File: src/rtl/matmul_result_requant.sv
// matmul_result_requant
// Requantisation stage behind the matrix-multiply array. Each lane of an
// incoming accumulator row receives a per-column bias, a rounding arithmetic
// right shift, optional ReLU and saturation to the output width. Finished
// rows queue in a small FIFO with ready/valid toward writeback. The producer
// cannot be stalled, so a row arriving at a full FIFO is dropped and a
// sticky overflow flag is raised.
module matmul_result_requant #(
    parameter int ARRAY_SIZE  = 4,
    parameter int ACC_WIDTH   = 32,
    parameter int OUT_WIDTH   = 16,
    parameter int SHIFT_WIDTH = 5,
    parameter int FIFO_DEPTH  = 4
) (
    input  logic                            clk,
    input  logic                            rst,
    input  logic [SHIFT_WIDTH-1:0]          cfg_shift,
    input  logic                            cfg_relu,
    input  logic                            bias_we,
    input  logic [$clog2(ARRAY_SIZE)-1:0]   bias_idx,
    input  logic [ACC_WIDTH-1:0]            bias_data,
    input  logic                            in_valid,
    input  logic [ARRAY_SIZE*ACC_WIDTH-1:0] in_data,
    output logic                            out_valid,
    input  logic                            out_ready,
    output logic [ARRAY_SIZE*OUT_WIDTH-1:0] out_data,
    output logic [$clog2(FIFO_DEPTH):0]     fifo_count,
    output logic                            overflow,
    output logic [15:0]                     sat_count
);

    localparam int SUM_W  = ACC_WIDTH + 1;
    localparam int EXT_W  = ACC_WIDTH + 2;
    localparam int ROW_W  = ARRAY_SIZE * OUT_WIDTH;
    localparam int PTR_W  = $clog2(FIFO_DEPTH);
    localparam int CNT_W  = PTR_W + 1;
    localparam int SATI_W = $clog2(ARRAY_SIZE + 1);
    localparam int SATC_W = 16;

    localparam logic signed [EXT_W-1:0] OUT_MAX  = {{(EXT_W-OUT_WIDTH+1){1'b0}}, {(OUT_WIDTH-1){1'b1}}};
    localparam logic signed [EXT_W-1:0] OUT_MIN  = {{(EXT_W-OUT_WIDTH+1){1'b1}}, {(OUT_WIDTH-1){1'b0}}};
    localparam logic signed [EXT_W-1:0] EXT_ONE  = {{(EXT_W-1){1'b0}}, 1'b1};
    localparam logic signed [EXT_W-1:0] EXT_ZERO = {EXT_W{1'b0}};
    localparam logic [SHIFT_WIDTH-1:0]  SHIFT_ZERO = {SHIFT_WIDTH{1'b0}};
    localparam logic [SHIFT_WIDTH-1:0]  SHIFT_ONE  = {{(SHIFT_WIDTH-1){1'b0}}, 1'b1};
    localparam logic [PTR_W-1:0]        PTR_ZERO = {PTR_W{1'b0}};
    localparam logic [PTR_W-1:0]        PTR_ONE  = {{(PTR_W-1){1'b0}}, 1'b1};
    localparam logic [CNT_W-1:0]        CNT_ZERO = {CNT_W{1'b0}};
    localparam logic [CNT_W-1:0]        CNT_ONE  = {{(CNT_W-1){1'b0}}, 1'b1};
    localparam logic [CNT_W-1:0]        CNT_FULL = CNT_W'(FIFO_DEPTH);

    // Bias registers
    logic [ACC_WIDTH-1:0]    bias_r [ARRAY_SIZE];

    // Stage 1 registers: biased sums plus the config captured with the row
    logic                    s1_valid_r;
    logic [SUM_W-1:0]        s1_sum_r [ARRAY_SIZE];
    logic [SHIFT_WIDTH-1:0]  s1_shift_r;
    logic                    s1_relu_r;

    // Stage 1 combinational
    logic [ACC_WIDTH-1:0]    acc_lane_s [ARRAY_SIZE];
    logic [SUM_W-1:0]        s1_sum_s   [ARRAY_SIZE];

    // Stage 2 combinational
    logic signed [EXT_W-1:0] ext_s     [ARRAY_SIZE];
    logic signed [EXT_W-1:0] round_s   [ARRAY_SIZE];
    logic signed [EXT_W-1:0] shifted_s [ARRAY_SIZE];
    logic signed [EXT_W-1:0] relu_s    [ARRAY_SIZE];
    logic signed [EXT_W-1:0] clamp_s   [ARRAY_SIZE];
    logic                    lane_sat_s [ARRAY_SIZE];
    logic [SATI_W-1:0]       sat_inc_s;
    logic [ROW_W-1:0]        row_s;
    logic [SATC_W:0]         sat_sum_s;

    // FIFO state
    logic [ROW_W-1:0]        mem_r [FIFO_DEPTH];
    logic [PTR_W-1:0]        wr_ptr_r;
    logic [PTR_W-1:0]        rd_ptr_r;
    logic [CNT_W-1:0]        count_r;
    logic [CNT_W-1:0]        count_next_s;
    logic                    out_valid_r;
    logic                    overflow_r;
    logic [SATC_W-1:0]       sat_count_r;
    logic                    pop_s;
    logic                    push_ok_s;

    // Bias register file; a row in the same cycle still sees the old value
    always_ff @(posedge clk) begin
        if (rst) begin
            for (int j = 0; j < ARRAY_SIZE; j++) begin
                bias_r[j] <= {ACC_WIDTH{1'b0}};
            end
        end else if (bias_we) begin
            bias_r[bias_idx] <= bias_data;
        end
    end

    // Stage 1 sum: sign-extend both operands by one bit so the add cannot overflow
    always_comb begin
        for (int j = 0; j < ARRAY_SIZE; j++) begin
            acc_lane_s[j] = in_data[j*ACC_WIDTH +: ACC_WIDTH];
            s1_sum_s[j]   = {acc_lane_s[j][ACC_WIDTH-1], acc_lane_s[j]}
                          + {bias_r[j][ACC_WIDTH-1], bias_r[j]};
        end
    end

    // Stage 1 register: capture sums and the config that belongs to this row
    always_ff @(posedge clk) begin
        if (rst) begin
            s1_valid_r <= 1'b0;
            s1_shift_r <= SHIFT_ZERO;
            s1_relu_r  <= 1'b0;
            for (int j = 0; j < ARRAY_SIZE; j++) begin
                s1_sum_r[j] <= {SUM_W{1'b0}};
            end
        end else begin
            s1_valid_r <= in_valid;
            if (in_valid) begin
                s1_shift_r <= cfg_shift;
                s1_relu_r  <= cfg_relu;
                for (int j = 0; j < ARRAY_SIZE; j++) begin
                    s1_sum_r[j] <= s1_sum_s[j];
                end
            end
        end
    end

    // Stage 2: round half-up, shift, ReLU, clamp; count clamped lanes
    always_comb begin
        sat_inc_s = {SATI_W{1'b0}};
        row_s     = {ROW_W{1'b0}};
        for (int j = 0; j < ARRAY_SIZE; j++) begin
            ext_s[j] = {s1_sum_r[j][SUM_W-1], s1_sum_r[j]};
            if (s1_shift_r != SHIFT_ZERO) begin
                round_s[j] = EXT_ONE << (s1_shift_r - SHIFT_ONE);
            end else begin
                round_s[j] = EXT_ZERO;
            end
            shifted_s[j] = (ext_s[j] + round_s[j]) >>> s1_shift_r;
            if (s1_relu_r && (shifted_s[j] < EXT_ZERO)) begin
                relu_s[j] = EXT_ZERO;
            end else begin
                relu_s[j] = shifted_s[j];
            end
            if (relu_s[j] > OUT_MAX) begin
                clamp_s[j]    = OUT_MAX;
                lane_sat_s[j] = 1'b1;
            end else if (relu_s[j] < OUT_MIN) begin
                clamp_s[j]    = OUT_MIN;
                lane_sat_s[j] = 1'b1;
            end else begin
                clamp_s[j]    = relu_s[j];
                lane_sat_s[j] = 1'b0;
            end
            row_s[j*OUT_WIDTH +: OUT_WIDTH] = clamp_s[j][OUT_WIDTH-1:0];
            sat_inc_s = sat_inc_s + {{(SATI_W-1){1'b0}}, lane_sat_s[j]};
        end
        sat_sum_s = {1'b0, sat_count_r} + {{(SATC_W+1-SATI_W){1'b0}}, sat_inc_s};
    end

    // FIFO control: a full FIFO still accepts a write when the head pops on the same edge
    always_comb begin
        pop_s     = (count_r != CNT_ZERO) && out_ready;
        push_ok_s = s1_valid_r && ((count_r != CNT_FULL) || pop_s);
        case ({push_ok_s, pop_s})
            2'b10:   count_next_s = count_r + CNT_ONE;
            2'b01:   count_next_s = count_r - CNT_ONE;
            default: count_next_s = count_r;
        endcase
    end

    // FIFO storage, pointers, occupancy and sticky overflow
    always_ff @(posedge clk) begin
        if (rst) begin
            wr_ptr_r    <= PTR_ZERO;
            rd_ptr_r    <= PTR_ZERO;
            count_r     <= CNT_ZERO;
            out_valid_r <= 1'b0;
            overflow_r  <= 1'b0;
            for (int i = 0; i < FIFO_DEPTH; i++) begin
                mem_r[i] <= {ROW_W{1'b0}};
            end
        end else begin
            if (push_ok_s) begin
                mem_r[wr_ptr_r] <= row_s;
                wr_ptr_r        <= wr_ptr_r + PTR_ONE;
            end
            if (pop_s) begin
                rd_ptr_r <= rd_ptr_r + PTR_ONE;
            end
            count_r     <= count_next_s;
            out_valid_r <= (count_next_s != CNT_ZERO);
            if (s1_valid_r && !push_ok_s) begin
                overflow_r <= 1'b1;
            end
        end
    end

    // Saturation event counter, itself saturating at all-ones
    always_ff @(posedge clk) begin
        if (rst) begin
            sat_count_r <= {SATC_W{1'b0}};
        end else if (s1_valid_r) begin
            if (sat_sum_s[SATC_W]) begin
                sat_count_r <= {SATC_W{1'b1}};
            end else begin
                sat_count_r <= sat_sum_s[SATC_W-1:0];
            end
        end
    end

    assign out_valid  = out_valid_r;
    assign out_data   = mem_r[rd_ptr_r];
    assign fifo_count = count_r;
    assign overflow   = overflow_r;
    assign sat_count  = sat_count_r;

endmodule
File: config.mk
export PLATFORM = sky130hd
export DESIGN_NAME = matmul_result_requant
export DESIGN_NICKNAME = d
export VERILOG_FILES = /design/src/rtl/matmul_result_requant.sv
export SDC_FILE = /design/constraint.sdc
export NUM_CORES = 2
export LEC_CHECK = 0
export ABC_CLOCK_PERIOD_IN_PS = 15700
export CORE_MARGIN = 4
export CORE_UTILIZATION = 65
export CTS_BUF_LIST = sky130_fd_sc_hd__clkbuf_8
export DETAILED_ROUTE_END_ITERATION = 16
export DONT_BUFFER_PORTS = 1
export PLACE_DENSITY = 0.81
export SETUP_SLACK_MARGIN = 0.2
export SLEW_MARGIN = 20
export SYNTH_ARGS = -nofsm -noshare
export SYNTH_HDL_FRONTEND = slang
export SYNTH_SLANG_ARGS = --single-unit
export TNS_END_PERCENT = 20
File: constraint.sdc
create_clock -name clk -period 15.7 [get_ports clk]
set_clock_uncertainty 0.2 [all_clocks]
set_input_delay 3.14 -clock clk [delete_from_list [all_inputs] [get_ports clk]]
set_output_delay 3.14 -clock clk [all_outputs]
set_load 0.05 [all_outputs]
==> impl_metrics.json <==
{
  "dieArea_um2": 74810,
  "row_count": 97,
  "initial_core_util_pct": 65.55,
  "min_period_ps": 11180,
  "synth_mux_area_share_pct": 9.076,
  "synth-simple-area-share_pct": 17.10,
  "synth_top_family_by_area": "compound AO/OA/AOI/OAI gates",
  "intPower_mw": 2.870,
  "cts_setup_buffers": 0,
  "cp_slowest_cell": "nor3_1",
  "clock.fmax_ghz": 0.08945,
  "synth_warnings": 0,
  "layout-drive-gt1-share_pct": 10.07,
  "grt-ovfl-total": 0,
  "synth_area_per_cell_um2": 9.310,
  "critical_path_class": "reg2reg",
  "cts_buffers": 88,
  "synth_largest_area_cell": "edfxtp_1",
  "cts_sinks": 550,
  "syn-instance-count": 4922,
  "routabilityCongestion": 1.112,
  "cpPeakStageDelay_ps": 960,
  "syn_to_final_growth_pct": 5.190,
  "drc": 0,
  "rsz0062_at_grt": "no",
  "clockRootBuffer": "clkbuf_8",
  "hold_violations": 0,
  "setup_viol": 0,
  "p_comb_share_pct": 33.3,
  "setup_tns_ps": 0,
  "dieHeight_um": 273.5,
  "firstDrtPassIters": 7,
  "synth_top_area_share_pct": 33.81,
  "clk_latency_ps": 710,
  "postRouteAntennaNets": 0,
  "htreeDepth": 3,
  "crit_required_ps": 16140,
  "dp_hpwl_mm": 122.4,
  "synth_edf_count": 516,
  "synth.ff_latch_count": 550,
  "whs_ps": 347.8,
  "route.vias.total": 41820,
  "fin_crit_sh_pct": 71.20,
  "synth-xor-area-share_pct": 3.954,
  "final_cell_mix": "edfxtp_1, nor2_1, a21oi_1, nand2_1, o21ai_0",
  "antenna_found_initial": 5,
  "synthFlopType": "edfxtp_1",
  "grt_pass1_vias": 38680,
  "synth_compound_area_share_pct": 23.55,
  "fill_cells": 5501,
  "num_io_pins": 258,
  "synth-seq-area-share_pct": 35.30,
  "power_mw": 4.589,
  "seq_power_share_pct": 40.0,
  "synthesis.area_um2": 45830,
  "p_per_area_nw_per_um2": 95.19,
  "cts_tree": "yes",
  "cts_resized": 0,
  "worstMarginPinSlew_ps": 1349,
  "final_common_cell": "edfxtp_1",
  "grt_pass1_wl_mm": 239.1,
  "port_buffers": 0,
  "wl_per_cell_um": 27.74,
  "p_leak_nw": 19.30,
  "hold_buffers": 0,
  "grt_use_total_pct": 41.52,
  "crit_path_max_fanout": 30,
  "via_per_inst": 7.228,
  "worstSetupEndpointType": "flop",
  "max-vdd-ir-drop_v": 0.00009727,
  "drt_iter0_drc": 6790,
  "core_region_area_um2": 69910,
  "start_kind": "flop",
  "power.share.switching_pct": 37.46,
  "netlist-cell-type-count": 121,
  "outcome": "finished, final reports clean",
  "synth_fa_ha_area_share_pct": 7.249,
  "p_clk_share_pct": 26.7,
  "cts_buffer_depth": 3,
  "async_flop_share_pct": 0,
  "slew_headroom_pct": 9.379,
  "worstPathArrival_ps": 11620,
  "switchingPower_mw": 1.719,
  "synth_area_leaders": "edfxtp_1, ha_1, mux4_2, a21oi_1, nor2_1",
  "grt_max_degree": 78,
  "clk_pin_slew_ps": 60,
  "fin_nets": 5208,
  "cap_violations": 0,
  "hold_class": "reg2reg",
  "syn_nets": 5354,
  "drv_slew": 0,
  "dieWidth_um": 273.5,
  "routed_wl_mm": 160.5
}
-- flip-flops by register name (all words and copies together), names as in the netlist, named ones only --
name / cells
mem_r: 256
wr_ptr_r: 2
s1_relu_r: 1
overflow: 1
bias_r: 128
out_valid: 1
s1_shift_r: 5
rd_ptr_r: 2
s1_valid_r: 1
fifo_count: 3
s1_sum_r: 132
sat_count: 16
-- cell type report --
cell class,instances,area [um^2],area share (%)
multi-input cells,3941,28040,58.18
flip-flops and latches,550,16200,33.60
clock buffers,96,1321,2.741
well taps,940,1176,2.440
repair buffers,78,605.6,1.256
inverters,117,445.4,0.9241
clock inverters,63,411.6,0.8540
diodes,1,2.502,0.005191
-- power by group through the flow --
stage          registers (mW)  logic [mW]  clock network, mW
3_5_place_dp             1.86        1.47                  0
6_report                 1.83        1.53               1.23
4_1_cts                  1.83        1.48               1.23
2_1_floorplan            1.80        1.13                  0
3_3_place_gp             1.86        1.45                  0
5_1_grt                  1.84        1.62               1.30
-- per-stage QoR --
| step | util (%) | setup WS [ps] | std cells | instance area (um^2) |
|---|---|---|---|---|
| after CTS | 68.88 | 4836 | 5782 | 48150 |
| after floorplan | - | 5424 | 4922 | 45830 |
| after detailed placement | 66.40 | 4872 | 5623 | 46420 |
| after global routing | 68.95 | 3885 | 5786 | 48200 |
| after global placement | 66.39 | 5086 | 5623 | 46410 |
| final | 68.95 | 4521 | 5786 | 48200 |
-- per-layer routing --
metal  track usage, %  part of all wire (%)
met1            55.62                    38
met4            20.37                   6.2
met5                0                 0.038
met2            63.63                    44
met3            9.931                    12
-- logic make-up after synthesis --
logic type      count (synthesis)
xor+xnor                      206
mux                           284
buf+inv                       431
fa+ha+maj                     261
flops                         550
simple gates                 1610
compound gates               1580
-- Yosys cell counts (58+ instances only) --
cell,number
mux2_2,58
nand2_1,356
o211ai_1,59
o21ai_0,276
ha_1,251
mux4_2,99
a21oi_1,391
edfxtp_1,516
a31oi_1,59
xor2_1,81
mux2i_1,126
nor3_1,143
inv_1,114
a211oi_1,94
a21o_1,139
o31ai_1,83
and2_1,184
xnor2_1,124
nand3_1,109
clkbuf_1,217
nor2_1,473
-- critical path, delay by kind of cell (launching register included) --
kind	cells	cell delay, ps
AO/OA/AOI/OAI	10	3130
AND/OR/NAND/NOR	10	3990
flip-flops	1	570
buffers and inverters	3	830
adder cells (fa/ha/maj)	5	2380
-- worst paths after layout --
check / from / to / slack (ps) / depth (start not counted)
setup / recovery: s1_shift_r[0] / sat_count[0] / 4520 / 28
hold / removal: rd_ptr_r[1] / flop / 350 / 2
setup reg to reg: s1_shift_r[0] / sat_count[0] / 4520 / 28
hold reg to reg: rd_ptr_r[1] / flop / 350 / 2
No activity file was read; power rests on OpenSTA's default activity.
